[src/rtl/sobel_stream.sv]
// Streaming 3x3 Sobel edge detector: raster-order pixels in, one saturated
// gradient magnitude per interior pixel out, plus a frame-done pulse.
module sobel_stream #(
    parameter int DATA_W   = 8,
    parameter int IMG_W    = 16,
    parameter int IMG_H    = 16,
    parameter int MAG_MODE = 0
) (
    input  logic              clk_i_s,
    input  logic              rstn_i_s,
    input  logic              en_i_s,
    input  logic              valid_i_s,
    input  logic [DATA_W-1:0] data_i_s,
    output logic              valid_o_s,
    output logic [DATA_W-1:0] data_o_s,
    output logic              sobel_done
);
    localparam int CW = $clog2(IMG_W);
    localparam int RW = $clog2(IMG_H);
    localparam int AW = DATA_W + 2;
    localparam int GW = DATA_W + 3;
    localparam logic [CW-1:0] COL_LAST = CW'(IMG_W - 1);
    localparam logic [RW-1:0] ROW_LAST = RW'(IMG_H - 1);
    localparam logic [CW-1:0] COL_TWO  = CW'(2);
    localparam logic [RW-1:0] ROW_TWO  = RW'(2);

    typedef enum logic [1:0] {IDLE, RUN, DRAIN, DONE} state_t;
    typedef logic [2:0][2:0][DATA_W-1:0] win_t;

    state_t                 state_q, state_d;
    logic [RW-1:0]          row_q, row_d;
    logic [CW-1:0]          col_q, col_d;
    logic                   drain_q, drain_d;
    logic                   en_prev_q, en_prev_d;
    logic                   win_vld_q, win_vld_d;
    logic                   grad_vld_q, grad_vld_d;
    logic                   valid_o_q, valid_o_d;
    logic [DATA_W-1:0]      data_o_q, data_o_d;
    logic                   done_q, done_d;
    logic signed [GW-1:0]   gx_q, gx_d, gy_q, gy_d;
    win_t                   win_q, win_d;

    logic [DATA_W-1:0]      lb0_mem [IMG_W];
    logic [DATA_W-1:0]      lb1_mem [IMG_W];

    logic                   accept;
    logic                   abort;
    logic [AW-1:0]          abs_x, abs_y, max_xy;
    logic [AW:0]            mag_full;
    logic [DATA_W-1:0]      mag_sat;

    function automatic logic [AW-1:0] wsum(input logic [DATA_W-1:0] a,
                                           input logic [DATA_W-1:0] b,
                                           input logic [DATA_W-1:0] c);
        return {2'b00, a} + {1'b0, b, 1'b0} + {2'b00, c};
    endfunction

    // NOTE: every signal assigned here gets a default first so no latch is inferred.
    always_comb begin
        state_d   = state_q;
        row_d     = row_q;
        col_d     = col_q;
        drain_d   = drain_q;
        en_prev_d = en_i_s;
        accept    = 1'b0;
        abort     = 1'b0;
        unique case (state_q)
            IDLE: begin
                if (en_i_s && !en_prev_q) begin
                    state_d = RUN;
                    row_d   = '0;
                    col_d   = '0;
                end
            end
            RUN: begin
                if (!en_i_s) begin
                    abort   = 1'b1;
                    state_d = IDLE;
                    row_d   = '0;
                    col_d   = '0;
                end else if (valid_i_s) begin
                    accept = 1'b1;
                    if (col_q == COL_LAST) begin
                        col_d = '0;
                        if (row_q == ROW_LAST) begin
                            row_d   = '0;
                            drain_d = 1'b0;
                            state_d = DRAIN;
                        end else begin
                            row_d = row_q + 1'b1;
                        end
                    end else begin
                        col_d = col_q + 1'b1;
                    end
                end
            end
            DRAIN: begin
                if (!en_i_s) begin
                    abort   = 1'b1;
                    state_d = IDLE;
                end else if (drain_q) begin
                    state_d = DONE;
                end else begin
                    drain_d = 1'b1;
                end
            end
            DONE: state_d = IDLE;
        endcase
    end

    // New window column is (two lines up, one line up, incoming pixel) at this col.
    always_comb begin
        win_d = win_q;
        if (accept) begin
            for (int i = 0; i < 3; i++) begin
                win_d[i][0] = win_q[i][1];
                win_d[i][1] = win_q[i][2];
            end
            win_d[0][2] = lb1_mem[col_q];
            win_d[1][2] = lb0_mem[col_q];
            win_d[2][2] = data_i_s;
        end
    end

    always_comb begin
        win_vld_d  = accept && (row_q >= ROW_TWO) && (col_q >= COL_TWO);
        grad_vld_d = win_vld_q && !abort;
        valid_o_d  = grad_vld_q && !abort;
        gx_d = gx_q;
        gy_d = gy_q;
        if (win_vld_q) begin
            gx_d = $signed({1'b0, wsum(win_q[0][2], win_q[1][2], win_q[2][2])})
                 - $signed({1'b0, wsum(win_q[0][0], win_q[1][0], win_q[2][0])});
            gy_d = $signed({1'b0, wsum(win_q[2][0], win_q[2][1], win_q[2][2])})
                 - $signed({1'b0, wsum(win_q[0][0], win_q[0][1], win_q[0][2])});
        end
    end

    // |G| never exceeds 4*(2^DATA_W-1), so AW bits hold either absolute value.
    always_comb begin
        abs_x    = gx_q[GW-1] ? AW'(-gx_q) : AW'(gx_q);
        abs_y    = gy_q[GW-1] ? AW'(-gy_q) : AW'(gy_q);
        max_xy   = (abs_x >= abs_y) ? abs_x : abs_y;
        mag_full = (MAG_MODE == 0) ? ({1'b0, abs_x} + {1'b0, abs_y}) : {1'b0, max_xy};
        mag_sat  = (|mag_full[AW:DATA_W]) ? '1 : mag_full[DATA_W-1:0];
        data_o_d = (grad_vld_q && !abort) ? mag_sat : data_o_q;
        done_d   = (state_q == DONE);
    end

    // NOTE: sequential state uses non-blocking assignments so every flop samples pre-edge values.
    always_ff @(posedge clk_i_s or negedge rstn_i_s) begin
        if (!rstn_i_s) begin
            state_q    <= IDLE;
            row_q      <= '0;
            col_q      <= '0;
            drain_q    <= 1'b0;
            en_prev_q  <= 1'b0;
            win_vld_q  <= 1'b0;
            grad_vld_q <= 1'b0;
            valid_o_q  <= 1'b0;
            data_o_q   <= '0;
            done_q     <= 1'b0;
            gx_q       <= '0;
            gy_q       <= '0;
        end else begin
            state_q    <= state_d;
            row_q      <= row_d;
            col_q      <= col_d;
            drain_q    <= drain_d;
            en_prev_q  <= en_prev_d;
            win_vld_q  <= win_vld_d;
            grad_vld_q <= grad_vld_d;
            valid_o_q  <= valid_o_d;
            data_o_q   <= data_o_d;
            done_q     <= done_d;
            gx_q       <= gx_d;
            gy_q       <= gy_d;
        end
    end

    // NOTE: line buffers and window carry no reset; their contents are qualified by the valid chain.
    always_ff @(posedge clk_i_s) begin
        if (accept) begin
            lb1_mem[col_q] <= lb0_mem[col_q];
            lb0_mem[col_q] <= data_i_s;
        end
        win_q <= win_d;
    end

    assign valid_o_s  = valid_o_q;
    assign data_o_s   = data_o_q;
    assign sobel_done = done_q;

endmodule
[config.mk]
export PLATFORM = sky130hd
export DESIGN_NAME = sobel_stream
export DESIGN_NICKNAME = d
export VERILOG_FILES = /design/src/rtl/sobel_stream.sv
export SDC_FILE = /design/constraint.sdc
export NUM_CORES = 1
export LEC_CHECK = 0
export ABC_AREA = 1
export CORE_ASPECT_RATIO = 0.6
export CORE_MARGIN = 8
export CORE_UTILIZATION = 57
export CTS_BUF_LIST = sky130_fd_sc_hd__clkbuf_16
export CTS_CLUSTER_SIZE = 24
export DETAILED_ROUTE_END_ITERATION = 10
export PLACE_DENSITY = 0.81
export SYNTH_ARGS = -nofsm -noshare
export SYNTH_HDL_FRONTEND = slang
export SYNTH_SLANG_ARGS = --single-unit
[constraint.sdc]
create_clock -name clk_i_s -period 13.1 [get_ports clk_i_s]
set_input_delay 2.62 -clock clk_i_s [delete_from_list [all_inputs] [get_ports clk_i_s]]
set_output_delay 2.62 -clock clk_i_s [all_outputs]
set_load 0.03 [all_outputs]
==> results of run 1 <==
[metrics by stage]
step	area, um^2	std cells	total power [mW]	setup slack, ns
final	19300	1957	4.15	8.61
after floorplan	17600	1511	2.69	6.60
after CTS	19300	1957	4.13	8.50
after detailed placement	18200	1896	3.15	7.94
after global placement	18200	1896	3.09	8.17
after global routing	19300	1957	4.41	8.58
[flip-flops by register name (all words and copies together), names as in the netlist]
name,flops
lb0_mem,128
gx_q,11
valid_o_s,1
win_q,72
row_q,4
win_vld_q,1
data_o_s,8
col_q,4
state_q,2
sobel_done,1
lb1_mem,128
grad_vld_q,1
en_prev_q,1
gy_q,11
drain_q,1
[where the power goes]
part           internal [mW]  switching (mW)
clock network          0.524           0.451
logic                  0.519            1.12
registers               1.48          0.0565
total                   2.52            1.63
[layout by cell type, fill, tap and decap left out, types with 9 or more instances in the layout]
cell type / count
a21oi_1: 24
clkbuf_16: 36
clkdlybuf4s50_1: 20
dfrtp_1: 44
edfxtp_1: 328
fa_1: 63
ha_1: 47
inv_1: 219
nand2_1: 180
nand3_1: 42
nand4_1: 21
nor2_1: 156
nor2_2: 15
nor3_1: 9
o21ai_0: 162
o22ai_1: 66
or2_2: 9
xor2_1: 16
[area by class of cell]
class	count	area, um^2
sequential	374	11000
multi-input combinational	866	5590
clock buffer	36	901
tap	408	510
fill	2200	10900
inverter	219	831
clock inverter	25	171
timing repair buffer	29	265
[Yosys cell counts (2+ instances only)]
library cell,number
edfxtp_1,328
nor3_1,12
nor2_1,168
ha_1,47
dfrtp_1,46
o21ai_0,162
o22ai_1,66
nand2_1,180
nand2_4,4
inv_1,210
buf_4,7
a31oi_1,6
clkbuf_1,23
nor4_1,2
clkbuf_2,5
xnor2_1,8
o21ai_1,8
nor2_2,4
a21oi_1,24
a21o_1,2
o21ai_2,2
nand2_2,7
inv_2,7
or2_2,9
nand4_1,21
o21bai_1,2
nand3_1,42
nor2_4,2
xor2_1,16
fa_1,63
buf_2,17
[worst max-delay path, delay by kind of cell]
kind | cells | cell delay (ns)
and+or+nand+nor | 4 | 1.45
buffers and inverters | 1 | 0.57
[per-layer routing]
layer  global-route usage  vias up  share of wire
li1                     -     5174              -
met1                0.325     5534           0.42
met2                0.310      658           0.41
met3                0.103       81           0.15
met4               0.0464        4          0.017
met5                    0        -        0.00056
[cell families (layout without fill, tap and decap cells)]
kind of cell / Yosys count / count (layout) / synth area share
fa+ha+maj: 110 / 110 / 0.105
compound gates: 276 / 276 / 0.0853
buf+inv: 271 / 309 / 0.0612
simple gates: 456 / 456 / 0.112
flops: 374 / 374 / 0.625
xor+xnor: 24 / 24 / 0.0119
[path summary, 6_finish.rpt]
check,startpoint,end,depth (start not counted)
setup / recovery,en_i_s,lb1_mem[4][5],5
hold / removal,win_q[38],win_q[30],0
setup reg to reg,col_q[0],lb1_mem[11][6],6
hold reg to reg,win_q[38],win_q[30],0
max in group asynchronous,rstn_i_s,col_q[0],2
min in group asynchronous,rstn_i_s,row_q[3],2
==> summary.md, run 1 <==
| Metric | Value |
|---|---|
| Clock skew | 0.0274 ns |
| Max frequency | 0.223 GHz |
| Max-Cap Viols | 0 |
| I/O Buffers | 21 |
| Initial antenna violation count | 3 |
| Routability Congestion | 1.03 |
| Final design utilization | 0.639 |
| Final Cycle Share | 0.343 |
| CP arrival | 4.65 ns |
| Power density cells | 216 nW/um^2 |
| Drt pass-1 iters | 6 |
| CTS Hold Buffers Added | 0 |
| Drt total wl | 41.4 mm |
| Worst vdd ir | 0.149 mV |
| Initial DRC count | 1482 |
| CP endpoint kind | register |
| Unrepaired setup endpoints after global routing | false |
| Die height | 152 um |
| Outcome | complete, no violations |
| First-pass GRT wire length | 64.7 mm |
| Longest Clk Path Bufs | 3 |
| Core area | 30200 um^2 |
| Netlist cell types | 42 |
| Worst hold path type | reg2reg |
| Slowest stage delay, CP | 0.78 ns |
| WL/cell | 21.2 um |
| Actual slew at the worst max-slew pin | 1.08 ns |
| Die area | 37000 um^2 |
| Overall routing resource usage | 0.225 |
| Vias after detailed routing | 11451 |
| Fin Hold WS | 0.420 ns |
| Hold Vio Cnt, Final | 0 |
| Row cnt | 49 |
| Setup violators final | 0 |
| Seq/Total Area, Yosys | 0.625 |
| Warnings from Yosys | 0 |
| Register bit total from synthesis | 374 |
| TritonCTS clock tree | yes |
| Largest net degree at the start of global routing | 102 |
| Setup tns final | 0 ns |
| Die width | 243 um |
| Starting Density | 0.584 |
| EDFF count, synth | 328 |
| Antenna cells | 0 |
| Root buffer cell | clkbuf_16 |
| Detailed placement HPWL | 28.1 mm |
| Layout cell share with drive strength beyond 1 | 0.0730 |
| DRT antenna net count | 0 |
| Startpoint types | primary input |
| Clock slew at reported path FFs | 0.06 ns |
| Syn Inst Count | 1511 |
| Synth async-reset ratio | 0.123 |
| Slowest cell on the critical path | nor2_2 |
| Clk_lat worst skew | 0.54 ns |
| CP max FO | 16 |
| # Post-CTS Setup Buffers | 0 |
| Post-synthesis area per instance | 11.7 um^2 |
| H-tree levels | 2 |
| Layout area overhead | 9.44% |
| Minimum clock period | 4.49 ns |
| Slew headroom | 0.278 |
| Final nets | 1647 |
| Crit Path Class | in2reg |
| Total CTS buffers | 35 |
| Required @ worst endpoint | 13.26 ns |
| # DRC | 0 |
| R2r setup slk | 9.21 ns |
| Cells along the critical path | clkdlybuf4s50_1, nand2_2, nor2_4, nand2_1, nor2_2 |
| Static Leak | 7.64 nW |
| Leading area contributor after synthesis | edfxtp_1 |
| Net Count, Synth | 1633 |
| Top cell type's share of synthesized area | 0.559 |
| Gates resized, CTS repair | 0 |
| Final Max Tran Viols | 0 |
| Main synth FF type | edfxtp_1 |
| Drt via density | 5.85 |
| Total grt overflow | 0 |
| Cell Area, Synth | 17600 um^2 |
| CTS Sinks | 374 |
| Io pins | 22 |
| Vias in the first global route | 11293 |
| Synth area leaders | edfxtp_1 (56%), fa_1 (7.2%), dfrtp_1 (6.5%) |
(Power assumes the default switching activity.)
==> run 2, diff against run 1 <==
--- a/config.mk
+++ b/config.mk
@@ -12,7 +12,7 @@
 export CTS_BUF_LIST = sky130_fd_sc_hd__clkbuf_16
 export CTS_CLUSTER_SIZE = 24
 export DETAILED_ROUTE_END_ITERATION = 10
-export PLACE_DENSITY = 0.81
+export PLACE_DENSITY = 0.84
 export SYNTH_ARGS = -nofsm -noshare
 export SYNTH_HDL_FRONTEND = slang
 export SYNTH_SLANG_ARGS = --single-unit
==> constraint.sdc (replaced) <==
create_clock -name clk_i_s -period 3.8 [get_ports clk_i_s]
set_input_delay 0.76 -clock clk_i_s [delete_from_list [all_inputs] [get_ports clk_i_s]]
set_output_delay 0.76 -clock clk_i_s [all_outputs]
set_load 0.03 [all_outputs]
==> run 2 against run 1 <==
Final cell count grew 1.0%. Utilization grew 0.51 points. Largest cell class unchanged. Sequential cell count stayed put. Clock skew decreased by 0.0051 ns. Die area unchanged. Hold slack gained 0.0036 ns. Highest routed layer is now met4. First-iteration DRC count fell by 10%. Setup slack lost 8.5 ns.
==> summary.md, run 2 (synthesis results as in run 1) <==
| Metric | Value |
|---|---|
| Layout area overhead | 10.3% |
| CP endpoint kind | register |
| H-tree levels | 2 (unchanged) |
| Initial DRC count | 1333 (-10%) |
| Slowest cell on the critical path | edfxtp_1 |
| Static Leak | 7.74 nW (+1.3%) |
| Initial antenna violation count | 0 (-3) |
| Clock skew | 0.0223 ns (-0.00511 ns) |
| Clock slew at reported path FFs | 0.07 ns (about the same) |
| Vias in the first global route | 11260 (-0.29%) |
| Most common cell after layout, fill and taps aside | edfxtp_1 |
| Slowest stage delay, CP | 0.42 ns (-0.36 ns) |
| Layout cell share with drive strength beyond 1 | 0.0841 (+0.0112) |
| Max frequency | 0.274 GHz |
| Setup tns final | 0 ns (unchanged) |
| Most frequent cells in the layout | edfxtp_1 (328), inv_1 (221), nand2_1 (179), o21ai_0 (162), nor2_1 (156) |
| DR WL met3 | 4.38 mm (-28%) |
| Placed cell areas | 18400 um^2 (+0.89%) |
| Setup ws final | 0.146 ns (-8.47 ns) |
| Worst hold path type | reg2reg |
| Power density cells | 727 nW/um^2 (+240%) |
| Most used cell, CP | inv_1 |
| CP arrival | 4.07 ns (-0.58 ns) |
| Overall routing resource usage | 0.210 (-0.0149) |
| TritonCTS clock tree | yes |
| Root buffer cell | clkbuf_16 |
| Outcome | complete, no violations |
| Fillers | 2122 (-3.5%) |
| Vias after detailed routing | 11544 (+0.81%) |
| I/O Buffers | 21 (unchanged) |
| CP max FO | 3 (-13) |
| Worst vdd ir | 0.488 mV (+230%) |
| First-pass GRT wire length | 61.7 mm (-4.7%) |
| Die height | 152 um (unchanged) |
| DP Worst Slack | 0.223 ns (-7.72 ns) |
| Total grt overflow | 0 (unchanged) |
| Antenna cells | 0 (unchanged) |
| WL/cell | 20.0 um (-5.6%) |
| Top Layer Used | met4 |
| Minimum clock period | 3.65 ns |
| Longest Clk Path Bufs | 3 (unchanged) |
| Routability Congestion | 0.875 (-15%) |
| Die area | 37000 um^2 (unchanged) |
| Drt total wl | 39.5 mm (-4.6%) |
| Io pins | 22 (unchanged) |
| Top Registers | lb0_mem x128, lb1_mem x128, win_q x72 |
| Hold Vio Cnt, Final | 0 (unchanged) |
| Starting Density | 0.584 (unchanged) |
| Routed length on met2 | 17.3 mm (+1.7%) |
| Total CTS buffers | 34 (-2.9%) |
| Fin area | 19400 um^2 (+0.80%) |
| Drt via density | 5.84 (-0.21%) |
| Core area | 30200 um^2 (unchanged) |
| Max-Cap Viols | 0 (unchanged) |
| # DRC | 0 (unchanged) |
| Startpoint types | register |
| Cells along the critical path | buf_4, inv_1, fa_1, fa_1, inv_1, fa_1, inv_1, ha_1, inv_1, fa_1, inv_1, nand3_1, nand2_1, nand4_1, nand2_1, nand2_1, nand3_1, nand2_1 |
| Clk_lat worst skew | 0.53 ns (about the same) |
| M1 WL | 17.1 mm (-2.5%) |
| Actual slew at the worst max-slew pin | 1.09 ns (+0.0107 ns) |
| CTS Hold Buffers Added | 0 (unchanged) |
| Final nets | 1668 (+1.3%) |
| Final Max Tran Viols | 0 (unchanged) |
| Final Cycle Share | 0.962 |
| Drt pass-1 iters | 5 (-1) |
| Row cnt | 49 (unchanged) |
| CTS Sinks | 374 (unchanged) |
| Setup violators final | 0 (unchanged) |
| Slew headroom | 0.273 (-0.00498) |
| Crit Path Class | reg2reg |
| DRT antenna net count | 0 (unchanged) |
| Detailed placement HPWL | 24.8 mm (-12%) |
| Required @ worst endpoint | 4.22 ns (-9.04 ns) |
| Die width | 243 um (unchanged) |
| Largest net degree at the start of global routing | 73 (-28%) |
| Total power | 14.1 mW (+240%) |
## run 2: final timing paths
kind                           start        end  slack, ns  depth (start not counted)
min                        win_q[36]  win_q[28]       0.42                          0
min in group asynchronous   rstn_i_s  win_vld_q       0.44                          1
max                         win_q[0]    gx_q[9]       0.15                         18
min reg2reg                win_q[36]  win_q[28]       0.42                          0
max in group asynchronous   rstn_i_s   col_q[0]       2.57                          1
max reg2reg                 win_q[0]    gx_q[9]       0.15                         18
## run 2: final cells by class
class | instances | area (um^2) | area share
Tap cell | 408 | 510 | 0.0263
Sequential cell | 374 | 11000 | 0.567
Inverter | 219 | 831 | 0.0428
Clock buffer | 35 | 876 | 0.0451
Clock inverter | 24 | 178 | 0.00915
Timing Repair Buffer | 51 | 443 | 0.0228
Multi-Input combinational cell | 866 | 5580 | 0.287
## run 2: repair_timing
| item | in CTS | in global routing |
|---|---|---|
| setup buffers | 0 | 2 |
| setup endpoints to repair | 0 | 1 |
| resized for setup | 0 | 1 |
## run 2: power breakdown
part / switching [mW] / internal, mW / total, mW
combinational: 3.67 / 1.88 / 5.55
sequential: 0.193 / 5.09 / 5.28
clock: 1.48 / 1.81 / 3.29
## run 2: stage by stage
stage / hold slack [ns] / utilization / cells
after CTS: 0.421 / 0.643 / 1975
after floorplan: 0.400 / - / 1511
after global placement: 0.403 / 0.609 / 1916
final: 0.423 / 0.644 / 1977
after detailed placement: 0.406 / 0.609 / 1916
after global routing: 0.439 / 0.644 / 1977
## run 2: routing by layer
| layer | up-vias | global-route usage |
|---|---|---|
| met4 | 0 | 0.0521 |
| met2 | 681 | 0.313 |
| met1 | 5567 | 0.315 |
| li1 | 5219 | - |
| met3 | 77 | 0.0429 |
| met5 | - | 0 |
## run 2: critical path: cells and delay by family (launching register included)
kind                     cells  cell delay [ns]
buffers and inverters        6             0.59
AND/OR/NAND/NOR              7             0.70
flip-flops                   1             0.42
adder cells (fa/ha/maj)      5             1.83
==> run 3, diff against run 2 <==
--- a/config.mk
+++ b/config.mk
@@ -13,6 +13,7 @@
 export CTS_CLUSTER_SIZE = 24
 export DETAILED_ROUTE_END_ITERATION = 10
 export PLACE_DENSITY = 0.84
+export SLEW_MARGIN = 20
 export SYNTH_ARGS = -nofsm -noshare
 export SYNTH_HDL_FRONTEND = slang
 export SYNTH_SLANG_ARGS = --single-unit
==> run 3 against run 2 <==
Global-route usage is the same. Largest power group unchanged. Critical path type unchanged. Sequential cell count is the same. Utilization is essentially flat. Non-clock buffer count is the same. Sequential share of layout area is essentially flat. Hold slack lost 0.18 ns. Clock power is essentially flat. Via count shrank 0.29%. Setup slack gained 0.029 ns.
==> summary.md, run 3 (synthesis results as in run 1) <==
| Metric | Value |
|---|---|
| Setup violators final | 0 (unchanged) |
| Overall routing resource usage | 0.210 (unchanged) |
| CP Launch Point | win_q[0] |
| Worst vdd ir | 0.479 mV (-2.0%) |
| Area of the multi-input gates | 5580 um^2 (unchanged) |
| Fin Hold WS | 0.247 ns (-0.177 ns) |
| Power density cells | 726 nW/um^2 (-0.11%) |
| Worst Setup EP | gx_q[9] |
| Initial antenna violation count | 0 (unchanged) |
| CP endpoint kind | register |
| Clock skew | 0.0219 ns (-0.000385 ns) |
| Launch point of the worst reg-to-reg path | win_q[0] |
| Total power | 14.1 mW (about the same) |
| Clock slew at reported path FFs | 0.07 ns (about the same) |
| Clk_lat worst skew | 0.53 ns (about the same) |
| Setup tns final | 0 ns (unchanged) |
| Total grt overflow | 0 (unchanged) |
| Slew headroom | 0.399 (+0.126) |
| Fin area | 19400 um^2 (about the same) |
| Required @ worst endpoint | 4.22 ns (about the same) |
| Final nets | 1668 (unchanged) |
| Vias after detailed routing | 11510 (-0.29%) |
| Placed cell areas | 18400 um^2 (unchanged) |
| Worst hold path type | in2async |
| CTS Sinks | 374 (unchanged) |
| TritonCTS clock tree | yes |
| Placed cells | 1916 (unchanged) |
| Io pins | 22 (unchanged) |
| Layout cell share with drive strength beyond 1 | 0.0841 (unchanged) |
| Fillers | 2123 (+0.047%) |
| # DRC | 0 (unchanged) |
| DP Worst Slack | 0.223 ns (unchanged) |
| Drt via density | 5.82 (-0.29%) |
| R2r setup slk | 0.18 ns (+0.03 ns) |
| CTS Hold Buffers Added | 0 (unchanged) |
| Most frequent cells in the layout | edfxtp_1 (328), inv_1 (221), nand2_1 (179), o21ai_0 (162), nor2_1 (156) |
| WL/cell | 20.0 um (about the same) |
| Max frequency | 0.276 GHz (+0.81%) |
| Starting Density | 0.584 (unchanged) |
| Largest net degree at the start of global routing | 73 (unchanged) |
| Vias in the first global route | 11260 (unchanged) |
| Die width | 243 um (unchanged) |
| Drt pass-1 iters | 6 (+1) |
| DRT antenna net count | 0 (unchanged) |
| Cells along the critical path | buf_4, inv_1, fa_1, fa_1, inv_1, fa_1, inv_1, ha_1, inv_1, fa_1, inv_1, nand3_1, nand2_1, nand4_1, nand2_1, nand2_1, nand3_1, nand2_1 |
| Slowest cell on the critical path | edfxtp_1 |
| Static Leak | 7.74 nW (about the same) |
| Initial DRC count | 1322 (-0.83%) |
| Slowest stage delay, CP | 0.42 ns (about the same) |
| Routability Congestion | 0.875 (unchanged) |
| Root buffer cell | clkbuf_16 |
| Most common cell after layout, fill and taps aside | edfxtp_1 |
| Register area | 11000 um^2 (unchanged) |
| Antenna cells | 0 (unchanged) |
| Worst reg2reg path depth | 18 (unchanged) |
| Row cnt | 49 (unchanged) |
| H-tree levels | 2 (unchanged) |
| Startpoint types | register |
| Final design utilization | 0.644 (about the same) |
| Detailed placement HPWL | 24.8 mm (unchanged) |
| Hold Vio Cnt, Final | 0 (unchanged) |
| CP arrival | 4.04 ns (-0.03 ns) |
| Layout area overhead | 10.3% (about the same) |
| First-pass GRT wire length | 61.7 mm (unchanged) |
| Critical R2R Capture | gx_q[9] |
| Longest Clk Path Bufs | 3 (unchanged) |
| Actual slew at the worst max-slew pin | 0.902 ns (-0.189 ns) |
| Core area | 30200 um^2 (unchanged) |
| Final Cycle Share | 0.954 (-0.00768) |
| CP max FO | 3 (unchanged) |
| Final std cells w/o fill | 1977 (unchanged) |
| Die area | 37000 um^2 (unchanged) |
| Total CTS buffers | 34 (unchanged) |
| Setup ws final | 0.175 ns (+0.0292 ns) |
| Top Registers | lb0_mem x128, lb1_mem x128, win_q x72 |
| Crit Path Class | reg2reg |
| Final Max Tran Viols | 0 (unchanged) |
| Drt total wl | 39.5 mm (about the same) |
| Die height | 152 um (unchanged) |
| Most used cell, CP | inv_1 |
| Minimum clock period | 3.62 ns (-0.0292 ns) |
| Max-Cap Viols | 0 (unchanged) |
| Outcome | complete, no violations |
| I/O Buffers | 21 (unchanged) |
[run 3: final cells by class]
class | instances | share of cell area
sequential | 374 | 0.566
timing repair buffer | 51 | 0.0229
clock buffer | 35 | 0.0451
tap | 408 | 0.0263
inverter | 219 | 0.0428
clock inverter | 24 | 0.00914
multi-input combinational | 866 | 0.287
[run 3: metal layers]
metal	GRT usage	up-vias	wire (um)
met5	0	-	0
met2	0.313	672	17200
met1	0.315	5532	17000
li1	-	5218	-
met3	0.0429	88	4570
met4	0.0521	0	729
[run 3: what timing repair did]
item                       in CTS  in global routing
buffers inserted                0                  2
resized for setup               0                  1
setup endpoints to repair       0                  1
[run 3: power by group]
part	switching [mW]	leakage [nW]	internal [mW]	total, mW
logic	3.66	3.60	1.88	5.54
clock network	1.48	0.550	1.81	3.29
registers	0.193	3.59	5.09	5.28
[run 3: critical path, delay by kind of cell (launching register included)]
family                   cells  cell delay (ns)
buffers and inverters        6             0.59
adder cells (fa/ha/maj)      5             1.82
flip-flops                   1             0.42
AND/OR/NAND/NOR              7             0.69
[run 3: worst min path at each step]
stage / startpoint / end / slack, ns
final: rstn_i_s / win_vld_q / 0.25
after global routing: rstn_i_s / win_vld_q / 0.30
after CTS: win_q[35] / win_q[27] / 0.42
after detailed placement: win_q[35] / win_q[27] / 0.41
after global placement: win_q[39] / win_q[31] / 0.40
after floorplan: win_q[32] / win_q[24] / 0.40
